### src/rtl/gp_fetch_unit.sv
// gp_fetch_unit: instruction-fetch stage.
// Owns the PC, issues in-order requests to instruction memory, buffers returned
// 16-bit instructions with their PC in a prefetch FIFO and hands them to decode.
// A redirect flushes the FIFO and marks every in-flight response to be dropped.
//
// Ports:
//   clk, rst_n                 clock, synchronous active-low reset
//   fetch_en                   allow new requests (buffer still drains when low)
//   imem_req_*                 request handshake and address to instruction memory
//   imem_rsp_valid/data        in-order response from instruction memory
//   redirect_valid/pc          branch/jump taken: flush and restart at redirect_pc
//   if_valid/instruction/pc    head of the prefetch FIFO towards decode
//   id_ready                   decode consumes the head this cycle
//   outstanding                number of requests accepted but not yet answered
//
// state | meaning
// IDLE  | fetch disabled, no requests issued
// RUN   | issuing requests while credit allows
// FLUSH | one-cycle bubble after a redirect
module gp_fetch_unit #(
    parameter int              PC_W       = 16,
    parameter logic [PC_W-1:0] RESET_PC   = '0,
    parameter int              FIFO_DEPTH = 4,
    parameter int              MAX_OUTST  = 4
) (
    input  logic            clk,
    input  logic            rst_n,
    input  logic            fetch_en,
    output logic            imem_req_valid,
    input  logic            imem_req_ready,
    output logic [PC_W-1:0] imem_req_addr,
    input  logic            imem_rsp_valid,
    input  logic [15:0]     imem_rsp_data,
    input  logic            redirect_valid,
    input  logic [PC_W-1:0] redirect_pc,
    output logic            if_valid,
    output logic [15:0]     if_instruction,
    output logic [PC_W-1:0] if_pc,
    input  logic            id_ready,
    output logic [2:0]      outstanding
);
    localparam int FAW = $clog2(FIFO_DEPTH);
    localparam int QAW = (MAX_OUTST > 1) ? $clog2(MAX_OUTST) : 1;
    localparam int CW  = FAW + 2;

    typedef enum logic [1:0] {IDLE, RUN, FLUSH} state_t;
    state_t state, state_nxt;

    logic [PC_W-1:0] fetch_pc;
    logic [PC_W-1:0] rpc_mem [MAX_OUTST];
    logic [QAW-1:0]  rpc_wr, rpc_rd;
    logic [15:0]     ifq_data [FIFO_DEPTH];
    logic [PC_W-1:0] ifq_pc [FIFO_DEPTH];
    logic [FAW-1:0]  ifq_wr, ifq_rd;
    logic [FAW:0]    ifq_count;
    logic [2:0]      drop_cnt;
    logic [CW-1:0]   credit_used;
    logic            req_accept, rsp_keep, ifq_pop;

    function automatic logic [QAW-1:0] rpc_inc(input logic [QAW-1:0] p);
        return (p == QAW'(MAX_OUTST - 1)) ? '0 : p + 1'b1;
    endfunction

    // Credit counts buffered plus in-flight entries so a response always has a slot.
    assign credit_used = CW'(ifq_count) + CW'(outstanding);

    always_comb begin
        state_nxt      = state;
        imem_req_valid = 1'b0;
        unique case (state)
            IDLE:    if (fetch_en) state_nxt = RUN;
            RUN:     if (!fetch_en) state_nxt = IDLE;
            FLUSH:   state_nxt = fetch_en ? RUN : IDLE;
            default: state_nxt = IDLE;
        endcase
        if (redirect_valid) state_nxt = FLUSH;
        imem_req_valid = (state == RUN) && !redirect_valid &&
                         (credit_used < CW'(FIFO_DEPTH)) &&
                         (outstanding < 3'(MAX_OUTST));
    end

    assign imem_req_addr  = fetch_pc;
    assign req_accept     = imem_req_valid && imem_req_ready;
    // A response in the redirect cycle belongs to the old path and is dropped.
    assign rsp_keep       = imem_rsp_valid && (drop_cnt == 3'd0) && !redirect_valid;
    assign ifq_pop        = if_valid && id_ready && !redirect_valid;
    assign if_valid       = (ifq_count != '0);
    assign if_instruction = if_valid ? ifq_data[ifq_rd] : 16'h0000;
    assign if_pc          = if_valid ? ifq_pc[ifq_rd] : '0;

    always_ff @(posedge clk) begin
        if (!rst_n) begin
            state       <= IDLE;
            fetch_pc    <= RESET_PC;
            rpc_wr      <= '0;
            rpc_rd      <= '0;
            ifq_wr      <= '0;
            ifq_rd      <= '0;
            ifq_count   <= '0;
            outstanding <= 3'd0;
            drop_cnt    <= 3'd0;
        end else begin
            state <= state_nxt;

            if (redirect_valid)  fetch_pc <= redirect_pc;
            else if (req_accept) fetch_pc <= fetch_pc + 1'b1;

            if (req_accept)     rpc_wr <= rpc_inc(rpc_wr);
            if (imem_rsp_valid) rpc_rd <= rpc_inc(rpc_rd);

            unique case ({req_accept, imem_rsp_valid})
                2'b10:   outstanding <= outstanding + 3'd1;
                2'b01:   outstanding <= outstanding - 3'd1;
                default: outstanding <= outstanding;
            endcase

            if (redirect_valid)
                drop_cnt <= outstanding - {2'b00, imem_rsp_valid};
            else if (imem_rsp_valid && (drop_cnt != 3'd0))
                drop_cnt <= drop_cnt - 3'd1;

            if (redirect_valid) begin
                ifq_wr    <= '0;
                ifq_rd    <= '0;
                ifq_count <= '0;
            end else begin
                if (rsp_keep) ifq_wr <= ifq_wr + 1'b1;
                if (ifq_pop)  ifq_rd <= ifq_rd + 1'b1;
                unique case ({rsp_keep, ifq_pop})
                    2'b10:   ifq_count <= ifq_count + 1'b1;
                    2'b01:   ifq_count <= ifq_count - 1'b1;
                    default: ifq_count <= ifq_count;
                endcase
            end
        end
    end

    // Storage needs no reset: validity is tracked by the pointers and counters.
    always_ff @(posedge clk) begin
        if (req_accept) rpc_mem[rpc_wr] <= fetch_pc;
        if (rsp_keep) begin
            ifq_data[ifq_wr] <= imem_rsp_data;
            ifq_pc[ifq_wr]   <= rpc_mem[rpc_rd];
        end
    end

    always_ff @(posedge clk) begin
        if (rst_n && imem_rsp_valid) begin
            assert (outstanding != 3'd0);
            assert (!rsp_keep || (ifq_count < (FAW + 1)'(FIFO_DEPTH)));
        end
    end

endmodule

### config.mk
export PLATFORM = sky130hd
export DESIGN_NAME = gp_fetch_unit
export DESIGN_NICKNAME = d
export VERILOG_FILES = /design/src/rtl/gp_fetch_unit.sv
export SDC_FILE = /design/constraint.sdc
export NUM_CORES = 1
export LEC_CHECK = 0
export BUFFER_PORTS_ARGS = -buffer_cell sky130_fd_sc_hd__buf_2
export CORE_MARGIN = 1
export CORE_UTILIZATION = 53
export CTS_CLUSTER_DIAMETER = 80
export DETAILED_ROUTE_END_ITERATION = 8
export GPL_TIMING_DRIVEN = 0
export PLACE_DENSITY_LB_ADDON = 0.1
export RECOVER_POWER = 25
export SYNTH_ARGS = -nofsm -noshare
export SYNTH_HDL_FRONTEND = slang
export SYNTH_SLANG_ARGS = --single-unit
### constraint.sdc
create_clock -name clk -period 2.8 [get_ports clk]
set_clock_uncertainty 0.15 [all_clocks]
set_input_delay 0 -clock clk [delete_from_list [all_inputs] [get_ports clk]]
set_output_delay 0 -clock clk [all_outputs]
set_load 0.01 [all_outputs]
Yosys cells after proc, flatten, opt, wreduce, memory -nomap -nowiden

Memory sizes are Yosys's and may differ from the RTL's. A register that Yosys moved wholly into a read port is not among the register bits.
Cells that the tools add are included.

Memories kept: 3
Logic and storage cells: 86
Memory bits (writable): 192
Bits of input ports: 39
Register bits after elaboration: 35
Output and inout bits: 53

Memories:

| name     | words | bits a word | read ports | clocked after Yosys merged registers in | write ports | RTL line | RTL |
|---|---|---|---|---|---|---|---|
| ifq_data | 4     | 16          | 1          | 1                                       | 1           | 52       | `logic [15:0] ifq_data [FIFO_DEPTH];` |
| ifq_pc   | 4     | 16          | 1          | 1                                       | 1           | 53       | `logic [PC_W-1:0] ifq_pc [FIFO_DEPTH];` |
| rpc_mem  | 4     | 16          | 1          | 1                                       | 1           | 50       | `logic [PC_W-1:0] rpc_mem [MAX_OUTST];` |

Mux-type cells: 25
Equality and inequality tests: 12
Reductions and logical operators: 21
Bitwise operators: 1
Magnitude comparators: 2
Add/subtract/negate cells: 12

Operators with widths:

| operator                                                   | number |
|---|---|
| two-way mux 16 bit                                         | 4 |
| two-way mux 2 bit                                          | 11 |
| adder 16 x 1 -> 16 bit, second input constant              | 1 |
| case mux 3 bit (2 select lines)                            | 2 |
| == test 2 bit, second input constant                       | 5 |
| logical AND 1 bit                                          | 9 |
| subtractor 3 x 1 -> 3 bit, second input constant           | 3 |
| adder 2 x 1 -> 2 bit, second input constant                | 4 |
| nonzero test 2 bit                                         | 4 |
| adder 3 x 1 -> 3 bit, second input constant                | 2 |
| == test 2 x 1 -> 1 bit, second input constant              | 3 |
| two-way mux 3 bit                                          | 2 |
| inequality test 3 bit, second input constant               | 2 |
| case mux 2 bit (3 select lines)                            | 1 |
| nonzero test 3 bit                                         | 2 |
| two-way mux 1 bit                                          | 5 |
| adder 3 x 3 -> 4 bit                                       | 1 |
| less-than comparator 4 x 3 -> 1 bit, second input constant | 1 |
| inequality test 2 bit, second input constant               | 2 |
| AND reduction 2 bit                                        | 2 |
| zero test 3 bit                                            | 1 |
| less-than comparator 3 bit, second input constant          | 1 |
| subtractor 3 x 1 -> 3 bit                                  | 1 |
| zero test 2 bit                                            | 1 |
| 3 further kinds                                            | 3 |

Longest topological paths before layout

Gate-level depths: netlist (run 1).

Depth in word-level cells: 7
Mapped depth: 11
Gate-level depth less buffers: 11

Worst setup path before layout (run 1)

OpenSTA, ideal clock, no wires.

Path kind: reg-to-reg
Start: register outstanding[2]
End: register outstanding[2]
Path slack: -79 ps
Library setup time: 71 ps
Period minus slack after synthesis: 2879 ps
Required time: 2579 ps
Arrival time: 2659 ps
Cell stages (with the launch flop): 10
Cells stage by stage: dfxtp_1 ha_1 or4b_1 nor3_1 inv_2 ha_1 fa_1 xnor2_1 or3_1 a21oi_1

Word-level cells in the longest chain between the ends: 7
Elaborated cells on any way between the ends: 12

RTL lines:

| what                                                                         | RTL line | RTL |
|---|---|---|
| start: declaration                                                           | 40       | `output logic [2:0] outstanding` |
| start signal: assignment                                                     | 112      | `2'b10: outstanding <= outstanding + 3'd1;` |
| start signal: assignment                                                     | 113      | `2'b01: outstanding <= outstanding - 3'd1;` |
| start signal: assignment                                                     | 114      | `default: outstanding <= outstanding;` |
| adder 3 x 3 -> 4 bit                                                         | 65       | `assign credit_used = CW'(ifq_count) + CW'(outstanding);` |
| less-than comparator 4 x 3 -> 1 bit                                          | 78       | `(credit_used < CW'(FIFO_DEPTH)) &&` |
| logical AND 1 bit                                                            | 77       | `imem_req_valid = (state == RUN) && !redirect_valid &&` |
| logical AND 1 bit                                                            | 78       |  |
| logical AND 1 bit                                                            | 83       | `assign req_accept = imem_req_valid && imem_req_ready;` |
| == test 2 x 1 -> 1 bit / == test 2 bit (equally long branches)               | 111      | `unique case ({req_accept, imem_rsp_valid})` |
| case mux 3 bit (2 select lines) / nonzero test 2 bit (equally long branches) | n/a      |  |

Parallel ways exist; a longest one is shown, timed or not.
A chain may end at the register's enable or synchronous reset.

Final worst setup path (run 1)

Ends and elaborated chain as after synthesis.

==> results.md, run 1 <==
| Metric | Reported |
|:---|:---|
| Share of the yosys chip area belonging to registers | 0.704 |
| Average detailed-routed wire length per instance | 19.3 um |
| Cell area reported after detailed placement | 0.0100 mm^2 |
| Final standard cell utilization of the core | 0.654 |
| Total power | 7.18 mW |
| Total area of multi-input combinational cells | 0.00266 mm^2 |
| Synthesis warning total | 0 |
| Setup repair after global routing missed its margin | true |
| Critical path capture point type | flop |
| P per Cell Area | 636 mW/mm^2 |
| Normalized max-slew margin | 0.407 |
| Non-filler cells in the finished layout | 940 |
| Dpl ws | -0.291 ns |
| Count of final hold-check violations | 0 |
| Post-DP HPWL | 11.4 mm |
| Startpoint class of the critical path | flop |
| Area fraction of the dominant cell type after synthesis | 0.620 |
| Final nets | 761 |
| Total gr overflow | 0 |
| Worst hold path class | primary input to flop |
| Clock tree from TritonCTS | yes |
| Hold Slack | 0.146 ns |
| Most common cell after layout, fill and taps aside | edfxtp_1 |
| Routability congestion estimate from global placement | 0.867 |
| Die Y | 134 um |
| Total I/O pin count | 92 |
| Clock latency of the later-clocked register in the worst-skew pair | 0.51 ns |
| Share of cells above drive strength 1 | 0.256 |
| Total number of vias | 5,342 |
| Depth of the CTS H-tree | 1 |
| Layout filler cell count | 1,233 |
| Aggregate global-route resource usage | 0.208 |
| Effective utilization at floorplan | 0.539 |
| Wire length of the first global-routing pass | 28.6 mm |
| Mapped Nets | 597 |
| Number of port buffers | 90 |
| Floorplan die area | 0.0181 mm^2 |
| Worst endpoint required time | 3.08 ns |
| Clock sink total | 231 |
| Clock period minus final worst setup slack | 2.83 ns |
| Leading register cell type out of synthesis | edfxtp_1 |
| Post-route antenna net violation count | 0 |
| Leading cell types in the layout, fill and taps excluded | edfxtp_1, buf_2, mux4_2 |
| Drt via density | 5.68 |
| Top area cells in the synthesized netlist | edfxtp_1, mux4_2, dfxtp_1 |
| Combined flip-flop and latch cell area | 0.00656 mm^2 |
| Via count of the first global-routing pass | 5,517 |
| DRC viols | 0 |
| Worst-case setup margin in the final layout | -0.0281 ns |
| Synthesized netlist cell count | 538 |
| FMAX | 354 MHz |
| Crit-path max FO | 6 |
| Total core area | 0.0172 mm^2 |
| Async S/R FF share, synth | 0 |
| Antenna diodes | 0 |
| CP peak stage delay | 0.56 ns |
| Number of placement rows | 48 |
| Worst voltage drop across the vdd grid | 0.000437 V |
| Cell-by-cell trace of the critical path | ha_4 -> or4b_4 -> nor3_4 -> inv_2 -> ha_4 -> fa_2 -> xnor2_1 -> or3_4 -> a21oi_2 |
| Least-Margin Pin Slew | 0.890 ns |
| Reg clk slew, reported paths | 0.06 ns |
| Accumulated negative setup slack | -0.0350 ns |
| Failing checks | negative setup slack |
| Post-route design area | 0.0113 mm^2 |
| Setup violation total in the final timing report | 2 |
| Number of maximum-capacitance constraint violations | 0 |
| Cell count after placement | 853 |
| Clock Tree Buf Depth | 3 |
| Width of the chip | 134 um |
| Maximum number of pins on one net before global-route repair | 33 |
| Antenna violations before repair | 0 |
| Crit path kind | flop to flop |
| Detailed-routing iteration count for the pre-antenna-repair pass | 4 |
| Share of the clock period used by the worst path after layout | 1.01 |
| Number of max-slew violations in the final report | 0 |
| Post-Synthesis Mean Instance Area | 17.3 um^2 |
| Number of synthesized flops with an enable pin | 192 |
| Most used cell, CP | ha_4 |
| Family with the most delay on the worst path | simple AND/OR/NAND/NOR gates |
| Cell taking the most area after synthesis | edfxtp_1 |
| Leakage component of the power | 3.84 nW |
| Number of buffers created by CTS | 23 |
| Critical path arrival | 3.10 ns |
| Drt initial violations | 346 |
| Count of unique library cells instantiated by Yosys | 52 |
| Buffers plus inverters on the worst setup path | 1 |
| Total length of routed wires | 18.1 mm |
| Cell chosen for the clock root | clkbuf_16 |
| Cell at the slowest stage of the critical path | or4b_4 |
| Layout Area Growth over Synthesis | 21.4% |
| Result of the run | finished, violations left |
| FF+latch count, synth | 231 |
| Synthesized area | 0.00929 mm^2 |
-- cell usage after synthesis, types with 5 or more instances --
| cell | instances |
|---|---|
| edfxtp_1 | 192 |
| mux4_2 | 48 |
| dfxtp_1 | 39 |
| nor2b_1 | 34 |
| clkbuf_1 | 20 |
| ha_1 | 18 |
| nor2_1 | 18 |
| nand2_1 | 17 |
| inv_1 | 15 |
| nand3_1 | 14 |
| a21oi_1 | 13 |
| and2_1 | 8 |
| xnor2_1 | 7 |
| buf_1 | 5 |
| nand4_1 | 5 |
| nor3_1 | 5 |
| o211ai_1 | 5 |
| o21ai_0 | 5 |
| or4_1 | 5 |
-- power breakdown --
group	switching, mW	internal (mW)
Combinational	0.249	0.236
Clock	1.20	1.62
Sequential	0.0623	3.81
-- worst reg2reg max path: cells and delay by family (launching register included) --
family / cells / cell delay (ns)
XOR/XNOR: 1 / 0.15
adder cells (fa/ha/maj): 3 / 0.67
AO/OA/AOI/OAI: 1 / 0.13
buffers and inverters: 1 / 0.09
flip-flops: 1 / 0.36
AND/OR/NAND/NOR: 3 / 1.21
-- area by class of cell --
type / count / area share
tap: 225 / 0.0250
clock inverter: 11 / 0.00765
clock buffer: 27 / 0.0533
buffer: 26 / 0.0109
multi-input combinational: 264 / 0.235
timing repair buffer: 139 / 0.0810
inverter: 17 / 0.00566
sequential: 231 / 0.581
-- what timing repair did --
action,CTS,global route
buffers inserted,3,0
pin swaps,4,2
endpoints found under the hold margin,98,0
cloned,0,0
resized for setup,22,8
endpoints found under the setup margin,98,68
hold buffers,46,0
-- cell families after synthesis --
| kind of cell | synth area share |
|---|---|
| compound gates | 0.0372 |
| xor+xnor | 0.0104 |
| fa+ha+maj | 0.0285 |
| buf+inv | 0.0175 |
| flops | 0.704 |
| mux | 0.121 |
| simple gates | 0.0813 |
-- path summary, 6_finish.rpt --
| check | startpoint | end | slack (ns) | cells after the start |
|---|---|---|---|---|
| max reg2reg | outstanding[2]$_SDFFE_PN0P_ | outstanding[2]$_SDFFE_PN0P_ | -0.03 | 9 |
| max | outstanding[2]$_SDFFE_PN0P_ | outstanding[2]$_SDFFE_PN0P_ | -0.03 | 9 |
| min reg2reg | rpc_wr[1]$_SDFFE_PN0P_ | rpc_wr[1]$_SDFFE_PN0P_ | 0.36 | 2 |
| min | imem_rsp_data[9] | ifq_data[0][9]$_DFFE_PP_ | 0.15 | 2 |
-- sequential cells by signal, indices dropped and copies added, names as in the netlist, 3 cells and up, named ones only --
register	flops
rpc_mem	64
drop_cnt	3
ifq_data	64
outstanding	3
ifq_pc	64
imem_req_addr	16
ifq_count	3
-- metal layers --
| metal | track usage | vias up | routed length [um] |
|---|---|---|---|
| met5 | 0 | - | 0 |
| met4 | 0.0768 | 0 | 506 |
| met3 | 0.0291 | 40 | 799 |
| met2 | 0.371 | 187 | 9250 |
| met1 | 0.257 | 2664 | 7560 |
| li1 | - | 2451 | - |
Note: power is estimated with default switching activity, not from simulation.
==> run 2, diff against run 1 <==
--- a/config.mk
+++ b/config.mk
@@ -12,7 +12,6 @@
 export DETAILED_ROUTE_END_ITERATION = 8
 export GPL_TIMING_DRIVEN = 0
 export PLACE_DENSITY_LB_ADDON = 0.1
-export RECOVER_POWER = 25
 export SYNTH_ARGS = -nofsm -noshare
 export SYNTH_HDL_FRONTEND = slang
 export SYNTH_SLANG_ARGS = --single-unit
==> results.md, run 2 (synthesis gave the netlist of run 1 again) <==
| Metric | Reported |
|:---|:---|
| Result of the run | finished, violations left |
| Failing checks | negative setup slack |
| Drt initial violations | 341 |
| Crit-path max FO | 6 |
| Layout Area Growth over Synthesis | 21.6% |
| Total I/O pin count | 92 |
| Leakage component of the power | 3.88 nW |
| Post-route antenna net violation count | 0 |
| Reg clk slew, reported paths | 0.06 ns |
| Share of cells above drive strength 1 | 0.278 |
| Worst hold path class | primary input to flop |
| DRC viols | 0 |
| Clock sink total | 231 |
| Accumulated negative setup slack | -0.0417 ns |
| Startpoint class of the critical path | flop |
| Worst voltage drop across the vdd grid | 0.000440 V |
| Normalized max-slew margin | 0.409 |
| Worst endpoint required time | 3.07 ns |
| Cell count after placement | 853 |
| Crit path kind | flop to flop |
| Critical path arrival | 3.10 ns |
| Layout filler cell count | 1,227 |
| Critical path capture point type | flop |
| Average detailed-routed wire length per instance | 19.3 um |
| Antenna violations before repair | 0 |
| Number of max-slew violations in the final report | 0 |
| Effective utilization at floorplan | 0.539 |
| Routability congestion estimate from global placement | 0.867 |
| Total core area | 0.0172 mm^2 |
| Share of the clock period used by the worst path after layout | 1.01 |
| Die Y | 134 um |
| Clock tree from TritonCTS | yes |
| Clock Tree Buf Depth | 3 |
| Total number of vias | 5,337 |
| Via count of the first global-routing pass | 5,517 |
| Number of placement rows | 48 |
| Cell at the slowest stage of the critical path | or4b_4 |
| P per Cell Area | 635 mW/mm^2 |
| Count of final hold-check violations | 0 |
| Final standard cell utilization of the core | 0.655 |
| Total length of routed wires | 18.1 mm |
| Aggregate global-route resource usage | 0.208 |
| Antenna diodes | 0 |
| Detailed-routing iteration count for the pre-antenna-repair pass | 4 |
| Cell chosen for the clock root | clkbuf_16 |
| Setup violation total in the final timing report | 2 |
| Most common cell after layout, fill and taps aside | edfxtp_1 |
| Cell-by-cell trace of the critical path | ha_4 -> or4b_4 -> nor3_4 -> inv_2 -> ha_4 -> fa_2 -> xnor2_1 -> or3_4 -> a21oi_2 |
| Final nets | 761 |
| CP peak stage delay | 0.56 ns |
| Leading cell types in the layout, fill and taps excluded | edfxtp_1, buf_2, mux4_2 |
| Wire length of the first global-routing pass | 28.6 mm |
| Setup repair after global routing missed its margin | true |
| Worst-case setup margin in the final layout | -0.0272 ns |
| Width of the chip | 134 um |
| Least-Margin Pin Slew | 0.886 ns |
| Clock latency of the later-clocked register in the worst-skew pair | 0.50 ns |
| Post-DP HPWL | 11.4 mm |
| Number of maximum-capacitance constraint violations | 0 |
| Depth of the CTS H-tree | 1 |
| Total gr overflow | 0 |
| Regs by FF count | ifq_data (64), ifq_pc (64), rpc_mem (64) |
| Number of port buffers | 90 |
| Non-filler cells in the finished layout | 940 |
| Number of buffers created by CTS | 23 |
| FMAX | 354 MHz |
| Clock period minus final worst setup slack | 2.83 ns |
| Most used cell, CP | ha_4 |
| Floorplan die area | 0.0181 mm^2 |
| Maximum number of pins on one net before global-route repair | 33 |
| Drt via density | 5.68 |
run 2: final timing paths:
| check | from | end | slack [ns] | cells past startpoint |
|---|---|---|---|---|
| max | outstanding[2]$_SDFFE_PN0P_ | outstanding[2]$_SDFFE_PN0P_ | -0.03 | 9 |
| min | imem_rsp_data[8] | ifq_data[1][8]$_DFFE_PP_ | 0.10 | 2 |
| max reg2reg | outstanding[2]$_SDFFE_PN0P_ | outstanding[2]$_SDFFE_PN0P_ | -0.03 | 9 |
| min reg2reg | rpc_wr[1]$_SDFFE_PN0P_ | rpc_wr[1]$_SDFFE_PN0P_ | 0.36 | 2 |
run 2: area by class of cell:
type	instances	area (um^2)	share of cell area
flip-flops and latches	231	6560	0.580
multi-input cells	264	2660	0.235
repair buffers	139	933	0.0826
clock buffers	27	601	0.0532
well taps	225	282	0.0249
plain buffers	26	123	0.0109
clock inverters	11	86.3	0.00764
inverters	17	63.8	0.00565
run 2: where the power goes:
part | switching, mW | internal, mW
Combinational | 0.249 | 0.239
Sequential | 0.0625 | 3.81
Clock | 1.20 | 1.62
Total | 1.51 | 5.67
run 2: repair_timing:
item                                   CTS  global route
setup endpoints to repair               98            68
setup buffers                            3             0
pin swaps                                4             2
resized for setup                       22             8
hold buffers                            46             0
endpoints found under the hold margin   98             0
run 2: critical path: cells and delay by family, from the launching register on:
family	cells	cell delay, ns
and+or+nand+nor	3	1.21
adders and majority gates	3	0.66
DFF	1	0.36
xor gates and xnor gates	1	0.15
AOI/OAI and AO/OA	1	0.13
buffers and inverters	1	0.09
run 2: layer usage:
metal  vias to the layer above  share of wire  track usage  routed length (um)
met1                      2667           0.42        0.257                7650
li1                       2451              -            -                   -
met5                         -              0            0                   0
met4                         0          0.029       0.0768                 522
met2                       176           0.51        0.371                9170
met3                        43          0.042       0.0291                 756
run 2: through the flow:
stage	hold WS [ns]	setup WS, ns	power (mW)	instance area (um^2)
CTS	0.0816	-0.0297	7.24	11300
finish	0.101	-0.0272	7.17	11300
global placement	0.0604	-0.212	4.33	10000
detailed placement	0.0666	-0.291	4.36	10000
global route	0.103	-0.0938	7.41	11300
floorplan	-0.0511	0.0534	4.19	9300
